$ cat config.mk
export PLATFORM = sky130hd
export DESIGN_NAME = mdu_iter
export DESIGN_NICKNAME = d
export VERILOG_FILES = /design/src/rtl/mdu_iter.sv
export SDC_FILE = /design/constraint.sdc
export NUM_CORES = 1
export LEC_CHECK = 0
export CAP_MARGIN = 20
export CORE_ASPECT_RATIO = 0.75
export CORE_MARGIN = 3
export CORE_UTILIZATION = 35
export DETAILED_ROUTE_END_ITERATION = 12
export DONT_BUFFER_PORTS = 1
export PLACE_DENSITY_LB_ADDON = 0.12
export SYNTH_ARGS = -nofsm -noshare
export SYNTH_HDL_FRONTEND = slang
export SYNTH_SLANG_ARGS = --single-unit
export TNS_END_PERCENT = 5
$ cat constraint.sdc
create_clock -name clk -period 9.1 [get_ports clk]
set_input_delay 1.365 -clock clk [delete_from_list [all_inputs] [get_ports clk]]
set_output_delay 1.365 -clock clk [all_outputs]
set_load 0.03 [all_outputs]
$ cat src/rtl/mdu_iter.sv
// Iterative MIPS multiply/divide unit: signed/unsigned MULT and DIV into HI/LO,
// one bit per cycle over WIDTH cycles, followed by a sign-fix cycle.
module mdu_iter #(
  parameter int WIDTH = 32,
  parameter int CNT_W = 6
) (
  input  logic             clk,
  input  logic             rst,
  input  logic             start,
  input  logic [1:0]       op,
  input  logic [WIDTH-1:0] opa,
  input  logic [WIDTH-1:0] opb,
  input  logic             mthi,
  input  logic             mtlo,
  input  logic [WIDTH-1:0] mt_data,
  output logic [WIDTH-1:0] hi,
  output logic [WIDTH-1:0] lo,
  output logic             busy,
  output logic             done,
  output logic             dz,
  output logic [1:0]       dbg_state
);

  // Handshake: start is accepted only on an edge where busy=0; done pulses for
  // exactly one cycle when hi/lo take the result, on the same edge busy falls.
  typedef enum logic [1:0] {
    IDLE = 2'd0,
    CALC = 2'd1,
    FIX  = 2'd2
  } state_t;

  localparam logic [CNT_W-1:0] LAST = CNT_W'(WIDTH - 1);

  state_t           state, state_nxt;
  logic [1:0]       op_q;
  logic [WIDTH-1:0] a_mag, b_mag, a_raw;
  logic             neg_q, neg_r;
  logic [CNT_W-1:0] cnt;
  logic [WIDTH:0]   acc_hi;
  logic [WIDTH-1:0] acc_lo;

  // Operand magnitudes at start; op[0]=0 selects the signed variants
  logic             is_signed, a_neg, b_neg;
  logic [WIDTH-1:0] a_abs, b_abs;

  always_comb begin
    is_signed = ~op[0];
    a_neg     = is_signed & opa[WIDTH-1];
    b_neg     = is_signed & opb[WIDTH-1];
    a_abs     = a_neg ? (~opa + 1'b1) : opa;
    b_abs     = b_neg ? (~opb + 1'b1) : opb;
  end

  // One shift-add step (multiply) and one restoring step (divide)
  logic [WIDTH:0]   mul_sum, div_shift, div_rem;
  logic [WIDTH-1:0] div_quo;
  logic             div_ge;

  always_comb begin
    mul_sum   = acc_hi + (acc_lo[0] ? {1'b0, a_mag} : '0);
    div_shift = {acc_hi[WIDTH-1:0], acc_lo[WIDTH-1]};
    div_ge    = (div_shift >= {1'b0, b_mag});
    div_rem   = div_ge ? (div_shift - {1'b0, b_mag}) : div_shift;
    div_quo   = {acc_lo[WIDTH-2:0], div_ge};
  end

  // Sign correction applied in FIX
  logic [2*WIDTH-1:0] prod, prod_fix;
  logic [WIDTH-1:0]   rem_raw, quo_fix, rem_fix;

  always_comb begin
    prod     = {acc_hi[WIDTH-1:0], acc_lo};
    prod_fix = neg_q ? (~prod + 1'b1) : prod;
    rem_raw  = acc_hi[WIDTH-1:0];
    quo_fix  = neg_q ? (~acc_lo + 1'b1) : acc_lo;
    rem_fix  = neg_r ? (~rem_raw + 1'b1) : rem_raw;
  end

  always_ff @(posedge clk or negedge rst) begin
    if (!rst) state <= IDLE;
    else      state <= state_nxt;
  end

  always_comb begin
    state_nxt = state;
    case (state)
      IDLE:    if (start) state_nxt = CALC;
      CALC:    if (cnt == LAST) state_nxt = FIX;
      FIX:     state_nxt = IDLE;
      default: state_nxt = IDLE;
    endcase
  end

  always_ff @(posedge clk or negedge rst) begin
    if (!rst) begin
      op_q   <= '0;
      a_mag  <= '0;
      b_mag  <= '0;
      a_raw  <= '0;
      neg_q  <= 1'b0;
      neg_r  <= 1'b0;
      cnt    <= '0;
      acc_hi <= '0;
      acc_lo <= '0;
      hi     <= '0;
      lo     <= '0;
      done   <= 1'b0;
      dz     <= 1'b0;
    end else begin
      done <= 1'b0;
      case (state)
        IDLE: begin
          if (start) begin
            op_q   <= op;
            a_raw  <= opa;
            a_mag  <= a_abs;
            b_mag  <= b_abs;
            neg_q  <= a_neg ^ b_neg;
            neg_r  <= a_neg;
            cnt    <= '0;
            acc_hi <= '0;
            acc_lo <= op[1] ? a_abs : b_abs;
          end else begin
            if (mthi) hi <= mt_data;
            if (mtlo) lo <= mt_data;
          end
        end
        CALC: begin
          cnt <= cnt + 1'b1;
          if (op_q[1]) begin
            acc_hi <= div_rem;
            acc_lo <= div_quo;
          end else begin
            acc_hi <= {1'b0, mul_sum[WIDTH:1]};
            acc_lo <= {mul_sum[0], acc_lo[WIDTH-1:1]};
          end
        end
        FIX: begin
          done <= 1'b1;
          if (!op_q[1]) begin
            {hi, lo} <= prod_fix;
            dz       <= 1'b0;
          end else if (b_mag == '0) begin
            // Divide by zero reports the original dividend, not its magnitude
            hi <= a_raw;
            lo <= '1;
            dz <= 1'b1;
          end else begin
            hi <= rem_fix;
            lo <= quo_fix;
            dz <= 1'b0;
          end
        end
        default: ;
      endcase
    end
  end

  assign busy      = (state != IDLE);
  assign dbg_state = state;

endmodule

== Yosys cells after proc, flatten, opt, wreduce, memory -nomap -nowiden ==
Index checks and enable logic that the tools add are counted.

* Register bits: 239
* Input bits: 103
* Output and inout port bits: 69
* Word-level logic and storage cells: 82

* Add/subtract/negate cells: 8
* $lt $le $gt $ge: 1
* Equal/unequal tests: 8
* Mux-type cells: 32
* Bitwise operators: 9
* Reduce and logical (&&, ||, !) cells: 10

{| class="wikitable"
|+ Operators with widths
! operator !! count
|-
| 32-bit 2-to-1 mux || 16
|-
| 32-bit case mux with 2 select lines || 3
|-
| 32-bit by 1-bit adder with 32-bit output, second input constant || 4
|-
| 32-bit NOT || 4
|-
| 33-bit 2-to-1 mux || 3
|-
| 33-bit case mux with 2 select lines || 1
|-
| 64-bit by 1-bit adder with 64-bit output, second input constant || 1
|-
| 64-bit 2-to-1 mux || 1
|-
| 64-bit NOT || 1
|-
| 33-bit by 32-bit adder with 33-bit output || 1
|-
| 33-bit by 32-bit >= comparator with 1-bit output || 1
|-
| 33-bit by 32-bit subtractor with 33-bit output || 1
|-
| 32-bit logical NOT || 1
|-
| 6-bit case mux with 2 select lines || 1
|-
| 2-bit inequality test, second input constant || 5
|-
| 6-bit by 1-bit adder with 6-bit output, second input constant || 1
|-
| 6-bit by 5-bit == test with 1-bit output, second input constant || 1
|-
| 6-bit 2-to-1 mux || 1
|-
| 2-bit AND reduction || 3
|-
| 3-bit AND reduction || 2
|-
| 2-bit nonzero test || 3
|-
| 2-bit 2-to-1 mux || 2
|-
| 2-bit case mux with 2 select lines || 1
|-
| 1-bit 2-to-1 mux || 3
|-
| 6 further kinds || 7
|}

== Depth between registers and ports, before layout ==
* Word-level depth: 6
* Depth in mapped cells: 14
* Mapped depth without buffers: 13

== Least setup slack after synthesis ==
OpenSTA, ideal clock, no wires.

* Path type: input-to-reg
* Start point: input opa[16]
* End point: register acc_lo[28]
* Setup time: 0.076 ns
* Data arrival time: 3.505 ns
* Required time: 9.024 ns
* Path slack: 5.518 ns
* Stages on the path: 8
* Buffers on the path: 0
* Cell sequence: or4_1 or3_1 nor4_1 nand2b_1 o41ai_1 xor2_1 mux2_2 o21ai_1

* Cells in the longest elaborated chain, start to end: 6

{| class="wikitable"
|+ Ends and longest elaborated chain
! element !! line !! source
|-
| start: declaration || 11 || <nowiki>input logic [WIDTH-1:0] opa,</nowiki>
|-
| 32-bit NOT || 50 || <nowiki>a_abs = a_neg ? (~opa + 1'b1) : opa;</nowiki>
|-
| 32-bit by 1-bit adder with 32-bit output || 50 ||
|-
| 32-bit 2-to-1 mux || 50 ||
|-
| 32-bit 2-to-1 mux || 122 || <nowiki>acc_lo <= op[1] ? a_abs : b_abs;</nowiki>
|-
| 32-bit 2-to-1 mux || 113 || <nowiki>if (start) begin</nowiki>
|-
| 32-bit case mux with 2 select lines || 111 || <nowiki>case (state)</nowiki>
|-
| end signal: assignment || 122 ||
|-
| end signal: assignment || 132 || <nowiki>acc_lo <= div_quo;</nowiki>
|-
| end signal: assignment || 135 || <nowiki>acc_lo <= {mul_sum[0], acc_lo[WIDTH-1:1]};</nowiki>
|-
| end: declaration || 40 || <nowiki>logic [WIDTH-1:0] acc_lo;</nowiki>
|}

Every way passes these cells. The select of a mux whose other input is x is not followed.
A chain may end at the register's enable or synchronous reset.

== Worst setup path after layout ==
* Start point: register acc_lo[0]
* End point: register acc_hi[29]

* Cells in the longest elaborated chain, start to end: 4

{| class="wikitable"
|+ Ends and longest elaborated chain
! element !! line !! source
|-
| 32-bit 2-to-1 mux || 60 || <nowiki>mul_sum = acc_hi + (acc_lo[0] ? {1'b0, a_mag} : '0);</nowiki>
|-
| 33-bit by 32-bit adder with 33-bit output || 60 ||
|-
| 33-bit 2-to-1 mux || 130 || <nowiki>if (op_q[1]) begin</nowiki>
|-
| 33-bit case mux with 2 select lines || 111 ||
|-
| end signal: assignment || 131 || <nowiki>acc_hi <= div_rem;</nowiki>
|-
| end signal: assignment || 134 || <nowiki>acc_hi <= {1'b0, mul_sum[WIDTH:1]};</nowiki>
|-
| end: declaration || 39 || <nowiki>logic [WIDTH:0] acc_hi;</nowiki>
|}

Every way passes these cells.

==> metrics.md <==
| Metric | Value |
|---|---|
| CP max stage cell | o311ai_0 |
| Fin. Hold Viols | 0 |
| Initial antenna violation count | 2 |
| Setup TNS | 0 ns |
| TritonRoute pass-1 iters | 5 |
| Number of buffers created by CTS | 28 |
| Fin crit period | 4.32 ns |
| Worst setup path class | flip-flop to flip-flop |
| TritonCTS clock tree | yes |
| Crit share post-route | a little under half |
| Design Area, Final | 19400 sq um |
| Sequential cell area fraction in the yosys report | approximately 33% |
| GRT busiest layer | met1 |
| CP required | 9.52 ns |
| Clock latency on the worst-skew pair | ~0.57 ns |
| Core area | a little over 50000 sq um |
| First-pass GRT wire length | approximately 110000 um |
| Syn Inst Count | 2271 |
| GR met3 Demand/Resource | about 8.3% |
| Proportion of layout cells with a drive suffix above 1 | between 5 and 6% |
| H-tree Lvls | 1 |
| Seq cells post-synth | roughly 240 |
| CP delay by family, top | compound AO/OA/AOI/OAI gates |
| Post-synth top area cell | dfrtp_1 |
| GRT met1 Usage | 40.4% |
| Async SR Flop Fraction | 100% |
| Pwr Total | 7.27 mW |
| # rows | 71 |
| Root buf cell | clkbuf_16 |
| Syn nets | 2445 |
| Library cells used by synthesis | between 70 and 80 |
| Run status | completed |
| Syn-to-layout area delta | 8.29% |
| Hold Crit Start | a_raw[9] |
| CP Capture Type | flip-flop |
| WL/cell | about 26 um |
| Hold_buf cts | 0 |
| Clock Sink Count | 237 |
| Number of global-route vias before repair | 16500 |
| Crit Reg-Reg Startpoint | acc_lo[0] |
| RSZ-0062 raised after global routing | no |
| Top post-synthesis cells by count | 351 x nand2_1, 255 x o21ai_0, 237 x dfrtp_1 |
| Worst Skew | 0.0252 ns |
| I/O Buffers | 0 |
| Gr ovfl total | 0 |
| Post-synth EDFFs | 0 |
| Post-Syn Area per Cell | 7.87 sq um |
| Top-count cell post-synth | nand2_1 |
| CP Cell Sequence | buf_4 -> and2_1 -> ha_1 -> a21oi_1 -> inv_1 -> o311ai_0 -> a31oi_1 -> o22ai_1 -> o21ai_0 -> a21boi_0 -> xor2_1 -> o21ai_0 |
| Worst IR Drop VDD | about 150 uV |
| Final wirelength | about 74000 um |
| Critical path origin | acc_lo[0] |
| Max-Cap Viols | 0 |
| Reg2reg setup slack | 4.78 ns |
| Number of remaining DRC errors | 0 |
| Most common cell on crit path | o21ai_0 |
| Hold WS | approximately 0.48 ns |
| Bufs and invs on worst path | 2 |
| Final setup viols | 0 |
| Hold Path Cell Cnt | 2 |
| Worst slew pin tran | approximately 1.1 ns |
| Die X | 267 um |
| Crit start category | flip-flop |
| Met2 GRT Util | roughly two fifths |
| Final ANT Viol Nets | 0 |
| All-Layer GR Usage | 26.8% |
| Pleak | between 7 and 8 nW |
| Top FF cell, synth | dfrtp_1 |
| HP Class | flip-flop to flip-flop |
| Initial core utilization | a little over a third |
| Via count | between 15000 and 20000 |
| Worst-case clock buffer depth | 3 |
| CP max FO | 33 |
| Yosys warnings | 0 |
| Synthesized cell area | 17900 sq um |
| Global placement routability congestion | just over 0.9 |
| Antenna diodes | 0 |
| Nets | roughly 2300 |
| Area post-placement | ~18000 sq um |
| DP HPWL | 56400 um |
| Clock slew at reported path FFs | 0.06 ns |
| Pwr dens | ~380 nW/um^2 |
| Setup Buffers After CTS | 0 |
| CP max stage delay | approximately 0.83 ns |
| Die Y | roughly 200 um |
| # resized after CTS | 0 |
| Fmax | 232 MHz |
| Largest net degree at the start of global routing | 238 |
| DR vias/cell | slightly above 6 |
| Worst Path Arrival | approximately 4.7 ns |
| Synth top area cells | dfrtp_1 33%, nand2_1 7.4%, o21ai_0 7.1%, ha_1 4.8%, xnor2_1 4.8% |
| Max-slew violations | 0 |
| DIE AREA | 53900 sq um |
| Synth top area share | between 30% and 40% |
| 1st-iter DRT viols | about 1600 |
| FF-to-FF path depth | 12 |
| Num ports | 172 |
| Slew Limit Headroom | ~28% |
| Hold Path Sink | a_raw[9] |
| RR Endpoint | acc_hi[29] |
-- routing by layer --
| metal | up-vias | wire (um) |
|---|---|---|
| li1 | 7954 | - |
| met5 | - | 27 |
| met3 | 57 | 7240 |
| met1 | 8568 | 35300 |
| met4 | 4 | 864 |
| met2 | 633 | 30200 |
-- cells in the final DEF, fill, tap and decap left out, types with 19 or more instances in the layout --
master / count
o211ai_1: 32
a21oi_1: 166
ha_1: 69
xor2_1: 85
mux2i_1: 45
dfrtp_1: 235
o21ai_0: 255
xnor2_1: 98
nor3_1: 37
clkbuf_16: 29
a31oi_1: 29
inv_1: 71
nand2_1: 351
nand3_1: 57
o31ai_1: 26
nor4_1: 27
nor2_1: 128
nand2b_1: 29
buf_4: 24
a22oi_1: 19
a211oi_1: 44
and2_1: 36
o22ai_1: 51
-- state kept, by name (all words and copies together), names as in the netlist, 6 cells and up --
register	cells
cnt	6
lo	32
acc_lo	32
acc_hi	33
b_mag	32
a_raw	31
a_mag	32
hi	32
-- power breakdown --
part	internal (mW)	switching (mW)
Sequential	1.43	0.821
Combinational	1.52	2.25
Clock	0.734	0.509
-- kinds of logic after synthesis --
family,count (synthesis),synth area share (%)
XOR/XNOR,183,8.97
adder cells (fa/ha/maj),71,5.05
buffers and inverters,227,4.89
flip-flops,237,33.2
AO/OA/AOI/OAI,738,25.3
AND/OR/NAND/NOR,766,19.9
multiplexers,49,2.77
-- per-stage QoR --
stage	std cells	utilization (%)	worst slack (ns)
CTS	2849	38.4	4.98
global placement	2798	36.4	4.79
finish	2852	38.5	4.78
global route	2852	38.5	4.56
detailed placement	2798	36.4	4.68
floorplan	2271	-	5.52
-- worst max path at each step --
| stage | endpoint | slack, ns | cells past startpoint |
|---|---|---|---|
| global placement | acc_lo[27] | 4.79 | 9 |
| floorplan | acc_lo[28] | 5.52 | 8 |
| CTS | acc_hi[29] | 4.98 | 12 |
| global route | acc_hi[29] | 4.56 | 12 |
| finish | acc_hi[29] | 4.78 | 12 |
| detailed placement | acc_lo[25] | 4.68 | 9 |
-- cell type report --
cell class	instances	area (sq um)
Inverter	73	274
Clock inverter	16	196
Tap cell	657	822
Multi-Input combinational cell	1807	11100
Timing Repair Buffer	27	233
Sequential cell	237	5930
Fill cell	5304	30900
Clock buffer	35	798
-- tightest hold or removal path, delay by kind of cell, from the launching register on --
family | cells | cell delay (ns)
simple gates | 2 | 0.11
flops | 1 | 0.34
Power figures use the tool's default switching activity.
